==> src/rtl/mac_csr_timeout_bridge.sv <==
// mac_csr_timeout_bridge
//   Avalon-MM bridge between the AFU MAC CSR master (s_*) and the 10G MAC CSR
//   slave (m_*). One transaction in flight; all MAC-side command signals are
//   registered. Each phase (command accept, read response) is bounded by
//   TIMEOUT_CYCLES. An aborted read returns ERR_DATA so MMIO never hangs.
//   Aborts are recorded in a sticky flag and a saturating counter.
// Ports:
//   clk, reset            clock, async active-high reset
//   s_address/s_writedata/s_write/s_read    upstream request
//   s_waitrequest/s_readdata/s_readdatavalid upstream response (registered)
//   m_address/m_writedata/m_write/m_read    MAC command (registered)
//   m_waitrequest/m_readdata/m_readdatavalid MAC response
//   err_clear             clears timeout_flag / timeout_count
//   timeout_flag          sticky abort indicator
//   timeout_count         saturating abort count
module mac_csr_timeout_bridge #(
   parameter int                ADDR_W         = 16,
   parameter int                DATA_W         = 32,
   parameter int                TIMEOUT_CYCLES = 1024,
   parameter logic [DATA_W-1:0] ERR_DATA       = 32'hDEAD_BEEF,
   parameter int                CNT_W          = 16
) (
   input  logic              clk,
   input  logic              reset,
   input  logic [ADDR_W-1:0] s_address,
   input  logic [DATA_W-1:0] s_writedata,
   input  logic              s_write,
   input  logic              s_read,
   output logic              s_waitrequest,
   output logic [DATA_W-1:0] s_readdata,
   output logic              s_readdatavalid,
   output logic [ADDR_W-1:0] m_address,
   output logic [DATA_W-1:0] m_writedata,
   output logic              m_write,
   output logic              m_read,
   input  logic              m_waitrequest,
   input  logic [DATA_W-1:0] m_readdata,
   input  logic              m_readdatavalid,
   input  logic              err_clear,
   output logic              timeout_flag,
   output logic [CNT_W-1:0]  timeout_count
);

   localparam int            PW     = $clog2(TIMEOUT_CYCLES) + 1;
   localparam logic [PW-1:0] P_LAST = PW'(TIMEOUT_CYCLES - 1);

   typedef enum logic [1:0] {INIT, IDLE, CMD, RDWAIT} state_t;

   state_t        state, nstate;
   logic [PW-1:0] pcnt;
   logic          is_wr;
   logic          accept, cmd_done, rd_done, abort;

   always_ff @(posedge clk or posedge reset) begin
      if (reset) state <= INIT;
      else       state <= nstate;
   end

   // Completion is tested before the timeout so that a phase finishing on
   // its last allowed cycle is never aborted.
   always_comb begin
      nstate   = state;
      accept   = 1'b0;
      cmd_done = 1'b0;
      rd_done  = 1'b0;
      abort    = 1'b0;
      case (state)
         INIT: nstate = IDLE;
         IDLE: begin
            if (s_read || s_write) begin
               accept = 1'b1;
               nstate = CMD;
            end
         end
         CMD: begin
            if (!m_waitrequest) begin
               cmd_done = 1'b1;
               nstate   = is_wr ? IDLE : RDWAIT;
            end else if (pcnt == P_LAST) begin
               abort  = 1'b1;
               nstate = IDLE;
            end
         end
         RDWAIT: begin
            if (m_readdatavalid) begin
               rd_done = 1'b1;
               nstate  = IDLE;
            end else if (pcnt == P_LAST) begin
               abort  = 1'b1;
               nstate = IDLE;
            end
         end
         default: nstate = INIT;
      endcase
   end

   always_ff @(posedge clk or posedge reset) begin
      if (reset) begin
         s_waitrequest   <= 1'b1;
         s_readdatavalid <= 1'b0;
         s_readdata      <= '0;
         m_address       <= '0;
         m_writedata     <= '0;
         m_write         <= 1'b0;
         m_read          <= 1'b0;
         is_wr           <= 1'b0;
         pcnt            <= '0;
         timeout_flag    <= 1'b0;
         timeout_count   <= '0;
      end else begin
         // Registered so it lines up with the state it describes.
         s_waitrequest   <= (nstate != IDLE);
         s_readdatavalid <= 1'b0;

         // Simultaneous read+write: the write wins, the read is dropped.
         if (accept) begin
            m_address   <= s_address;
            m_writedata <= s_writedata;
            is_wr       <= s_write;
            m_write     <= s_write;
            m_read      <= !s_write;
         end else if (cmd_done || abort) begin
            m_write <= 1'b0;
            m_read  <= 1'b0;
         end

         if (accept || cmd_done)
            pcnt <= '0;
         else if (state == CMD || state == RDWAIT)
            pcnt <= pcnt + PW'(1);

         if (rd_done) begin
            s_readdata      <= m_readdata;
            s_readdatavalid <= 1'b1;
         end else if (abort && !is_wr) begin
            s_readdata      <= ERR_DATA;
            s_readdatavalid <= 1'b1;
         end

         // An abort in the same cycle as err_clear counts as the first
         // abort after the clear.
         if (abort) begin
            timeout_flag <= 1'b1;
            if (err_clear)
               timeout_count <= CNT_W'(1);
            else if (!(&timeout_count))
               timeout_count <= timeout_count + CNT_W'(1);
         end else if (err_clear) begin
            timeout_flag  <= 1'b0;
            timeout_count <= '0;
         end
      end
   end

endmodule

==> config.mk <==
export PLATFORM = sky130hd
export DESIGN_NAME = mac_csr_timeout_bridge
export DESIGN_NICKNAME = d
export VERILOG_FILES = /design/src/rtl/mac_csr_timeout_bridge.sv
export SDC_FILE = /design/constraint.sdc
export NUM_CORES = 1
export LEC_CHECK = 0
export CAP_MARGIN = 10
export CORE_MARGIN = 10
export CORE_UTILIZATION = 47
export CTS_BUF_LIST = sky130_fd_sc_hd__clkbuf_8 sky130_fd_sc_hd__clkbuf_16
export CTS_CLUSTER_DIAMETER = 200
export DETAILED_ROUTE_END_ITERATION = 7
export PLACE_DENSITY = 0.91
export SLEW_MARGIN = 20
export SYNTH_ARGS = -nofsm -noshare
export SYNTH_HDL_FRONTEND = slang
export SYNTH_SLANG_ARGS = --single-unit
==> constraint.sdc <==
create_clock -name clk -period 6.6 [get_ports clk]
set_input_delay 1.32 -clock clk [delete_from_list [all_inputs] [get_ports clk]]
set_output_delay 1.32 -clock clk [all_outputs]
set_load 0.02 [all_outputs]
## Yosys cells after proc, flatten, opt, wreduce, memory -nomap -nowiden

Cells that the tools add are included.
Widths: inputs -> output; s select.

| storage, ports and cells | value |
|---|---|
| bits in registers | 115 |
| input bits | 87 |
| output and inout bits | 101 |
| logic and storage cells | 65 |

| cells by class | value |
|---|---|
| add/subtract/negate cells | 2 |
| equality and inequality tests | 6 |
| multiplexer cells | 31 |
| reductions and logical operators | 14 |

Operators with widths:

| kind | count |
|---|---|
| $mux 16 | 4 |
| $mux 32 | 2 |
| $mux 11 | 2 |
| $add 16x1->16 const B | 1 |
| $mux 1 | 16 |
| $reduce_and 16->1 | 1 |
| $add 11x1->11 const B | 1 |
| $eq 11x10->1 const B | 1 |
| $mux 2 | 5 |
| $pmux 2 s4 | 1 |
| $reduce_bool 2->1 | 4 |
| $eq 2x2->1 const B | 2 |
| $logic_or 1x1->1 | 4 |
| $eq 2x1->1 const B | 1 |
| $logic_not 1->1 | 2 |
| $logic_not 2->1 | 1 |
| $ne 2x1->1 const B | 1 |
| $ne 2x2->1 const B | 1 |
| $pmux 1 s2 | 1 |
| $reduce_and 2->1 | 1 |
| $logic_and 1x1->1 | 1 |

## Depth between registers and ports, before layout

| depth | value |
|---|---|
| word-level depth | 7 |
| mapped depth | 10 |
| mapped depth without buffers | 7 |

## Least setup slack after synthesis

Ideal clock, no wire load.

| timing path | value |
|---|---|
| path kind | input to register |
| start | input m_readdatavalid |
| end | register timeout_count[7] |
| library setup time | 125 ps |
| arrival | 2753 ps |
| required time | 6475 ps |
| path slack | 3722 ps |
| stages | 6 |
| path buffers | 1 |
| cells stage by stage | nand2b_1 a2111oi_2 clkbuf_1 nand4_1 nor2_1 mux2_2 |

| on the way | value |
|---|---|
| cells in the longest elaborated chain, start to end | 4 |
| elaborated cells between the ends (all ways) | 5 |
| those cells by class | mux: 3; reduce/logical: 2 |

Ends and longest elaborated chain:

| item | line | source |
|---|---|---|
| start: declaration | 38 | `input logic m_readdatavalid,` |
| $mux 1 * | 85 | `if (m_readdatavalid) begin` |
| $pmux 1 s2 * | 67 | `case (state)` |
| $reduce_bool 2->1 (no source line) | -- |  |
| $reduce_and 2->1 (no source line) | -- |  |
| end signal: assignment | 147 | `timeout_count <= timeout_count + CNT_W'(1);` |
| end: declaration | 41 | `output logic [CNT_W-1:0] timeout_count` |

Mark *: on every way between the ends. The rest lies on a longest branch, timed or not.
A chain may end at the register's enable or synchronous reset.

## Worst setup path in the final report

| timing path | value |
|---|---|
| start | input err_clear |
| end | register timeout_count[7] |

| on the way | value |
|---|---|
| cells in the longest elaborated chain, start to end | 2 |
| elaborated cells between the ends (all ways) | 5 |
| those cells by class | eq/ne: 1; mux: 2; reduce/logical: 2 |

Ends and longest elaborated chain:

| item | line | source |
|---|---|---|
| start: declaration | 39 | `input logic err_clear,` |
| $ne 2x2->1 (no source line), or another cell as far along | -- |  |
| $reduce_and 2->1 (no source line) or $mux 16 (tied branches) | -- |  |

Several ways; a longest one is shown, not always the timed one.

==> impl_metrics.csv <==
group,metric,value,unit
synth,ys_ff_latch,115,
clocking,clockRootBuffer,"clkbuf_8",
grt,grt.overflow.total,0,
synth,synth_edf_count,0,
hold_path,hp-class,"register to register",
clocking,cts_setup_buffers,0,
worst_setup_path,crit_chain,"clkdlybuf4s50_1 > or4_1 > nor2_1 > nor2_1 > mux2_2",
grt,antenna_found_initial,0,
clocking,cts_hold_buffers,0,
grt,grt_pass1_vias,4375,
synth,async_reset_ff_share,100,%
clocking,tritoncts,"yes",
clocking,clkSinkCount,115,
detailed_routing,wl,14900,microns
clocking,cts_resized,0,
hold_path,min_from,"m_address[6]",
floorplan,num_rows,36,
floorplan,die_h,120,microns
detailed_routing,vias,4250,
sta,worst_pin_slew,1.01,ns
place,portBuffers,187,
floorplan,start_util,48.3,%
synth,netlist_instances,465,
outcome,outcome,"completed",
sta,slew_violations,0,
sta,finalSetupTns,0,ns
grt,grt_max_degree,60,
sta,slew_headroom,32.8,%
sta,fin_crit,3.53,ns
clocking,insertion_delay,0.51,ns
worst_setup_path,setup.worst_path.class,"primary input to register",
detailed_routing,ant_nets,0,
worst_setup_path,cp_num_buf_inv,1,
worst_setup_path,regToRegSetupSlack,4.15,ns
sta,fin_worst_hold_slack,0.476,ns
worst_setup_path,cp-start-kind,"primary input",
worst_setup_path,critPathMaxStageDelay,0.81,ns
floorplan,die_area,14500,sq um
pwr,powerDensity,467,nW/um^2
clocking,h-tree-depth,4,
worst_setup_path,slowest_stage,"or4_1",
worst_setup_path,setup.worst_path.start,"err_clear",
clocking,cts_buffer_depth,2,
detailed_routing,drt_iter0_drc,338,
worst_setup_path,crit_required,6.99,ns
flow_run,maxCapViolCount,0,
floorplan,ios,188,
layout,area.growth.synth_to_final,52.9,%
sta,hold_viol_final,0,
detailed_routing,wl_per_cell,18.8,microns
floorplan,core,9770,sq um
pwr,ir_worst_vdd,294,uV
layout,antennaDiodeCount,0,
worst_setup_path,cpLargestDelayFamily,"simple AND/OR/NAND/NOR gates",
worst_setup_path,endpoint_kind,"register",
sta,timing.fmax,283,MHz
clocking,clk_pin_slew,0.06,ns
worst_setup_path,rr_startpoint,"state[0]",
detailed_routing,vias_per_cell,5.35,
synth,avgSynthCellArea,10.2,sq um
synth,ys_types,45,
detailed_routing,drc,0,
synth,synth_fp_nets,554,
detailed_routing,dr.pass1.iters,5,
place,detailedPlacementHpwl,10900,microns
worst_setup_path,crit_top_cell,"nor2_1",
worst_setup_path,cp_max_fo,22,
synth,synth_area,4720,sq um
sta,rsz0062_at_grt,"no",
pwr,p_leak,3.22,nW
synth,ys.flop_type,"dfrtp_1",
worst_setup_path,arrival,3.92,ns
layout,nNetsFinal,740,
sta,clock_skew,0.00851,ns
floorplan,die_x,120,microns
sta,fin_crit_sh,53.5,%
sta,finalSetupViolCount,0,
place,gp_congestion,0.891,
clocking,cts-buffers-inserted,17,
layout,drive_above_1_share,6.34,%
grt,grt_usage,20.5,%
synth,ys_warn_count,0,
synth,synth_seq_area_share,61.0,%
grt,grt_pass1_wl,23600,microns
-- layout by cell type, fill, tap and decap left out, types with 3 or more instances in the layout --
cell type / instances
a211oi_1: 3
a21oi_1: 8
a22o_1: 10
and4_1: 3
buf_4: 3
clkbuf_16: 16
clkdlybuf4s50_1: 187
clkinv_2: 6
clkinvlp_4: 4
dfrtp_1: 114
inv_1: 7
nand2_1: 160
nand3_1: 9
nand4_1: 9
nor2_1: 21
nor2b_1: 3
nor4_1: 4
o2111ai_1: 3
o21ai_0: 12
o22a_1: 25
or3_1: 6
xor2_1: 11
-- flip-flops by register name, summed over array words and instances (netlist names) --
signal / count
m_writedata: 32
s_readdata: 32
m_read: 1
s_readdatavalid: 1
m_write: 1
timeout_flag: 1
is_wr: 1
state: 2
timeout_count: 16
pcnt: 11
s_waitrequest: 1
m_address: 16
-- stage by stage --
step                instance area, sq um  setup slack (ns)  instances  util, %  total power [mW]
floorplan                           4720              2.24        465        -              1.85
global placement                    6680              2.74        764     68.4              2.50
detailed placement                  6680              2.64        764     68.4              2.57
CTS                                 7200              3.13        794     73.7              3.40
global route                        7220              2.95        795     73.9              3.55
finish                              7220              3.07        795     73.9              3.37
-- synth_stat cells (4+ instances only) --
| master | count | share of area (%) |
|---|---|---|
| a22o_1 | 10 | 1.9 |
| nand2_1 | 160 | 13 |
| o21ai_0 | 12 | 1.3 |
| or3_1 | 6 | 0.79 |
| xor2_1 | 11 | 2.0 |
| nor2_1 | 22 | 1.7 |
| dfrtp_1 | 114 | 60 |
| nand4_1 | 9 | 1.2 |
| nor4_1 | 4 | 0.53 |
| clkbuf_1 | 18 | 1.4 |
| inv_1 | 7 | 0.56 |
| o22a_1 | 25 | 4.6 |
| a21oi_1 | 8 | 0.85 |
| nand3_1 | 9 | 0.95 |
-- worst reg2reg max path: stages, from the launching register on --
cell	delay, ns
dfrtp_1	0.47
o21ai_1	0.36
nand2b_2	0.89
o31ai_1	0.21
buf_4	0.24
nand2_1	0.08
o21ai_0	0.08
-- worst paths after layout --
check	end	cells past startpoint
setup / recovery	timeout_count[7]	5
hold / removal	m_address[6]	2
setup reg to reg	state[1]	6
hold reg to reg	m_address[6]	2
max in group asynchronous	s_readdata[25]	3
min in group asynchronous	m_writedata[1]	2
-- logic make-up (layout without fill, tap and decap cells) --
family | count (synthesis) | count (layout) | share of synthesized area, %
AO/OA/AOI/OAI | 70 | 70 | 11.2
XOR/XNOR | 13 | 13 | 2.41
adder cells (fa/ha/maj) | 2 | 2 | 0.530
buffers and inverters | 32 | 229 | 3.18
flip-flops | 115 | 115 | 61.0
multiplexers | 2 | 2 | 0.450
AND/OR/NAND/NOR | 231 | 231 | 21.3
-- layout make-up --
class / instances / area (sq um)
Clock inverter: 12 / 93.8
Clock buffer: 18 / 428
Timing Repair Buffer: 191 / 1910
Sequential cell: 115 / 2880
Inverter: 8 / 37.5
Fill cell: 669 / 2550
Multi-Input combinational cell: 318 / 1700
Tap cell: 133 / 166
-- power breakdown --
group | internal, mW | total [mW] | leakage, nW | switching, mW
combinational | 0.643 | 1.43 | 1.54 | 0.783
sequential | 0.975 | 1.14 | 1.43 | 0.169
clock | 0.497 | 0.803 | 0.255 | 0.306
-- routing by layer --
metal	GRT usage, %	wire length (microns)	vias up
met3	6.93	1130	34
li1	-	-	1960
met1	22.5	5680	2066
met4	10.3	533	0
met5	0	0	-
met2	34.8	7590	190
No activity file was read; power rests on OpenSTA's default activity.
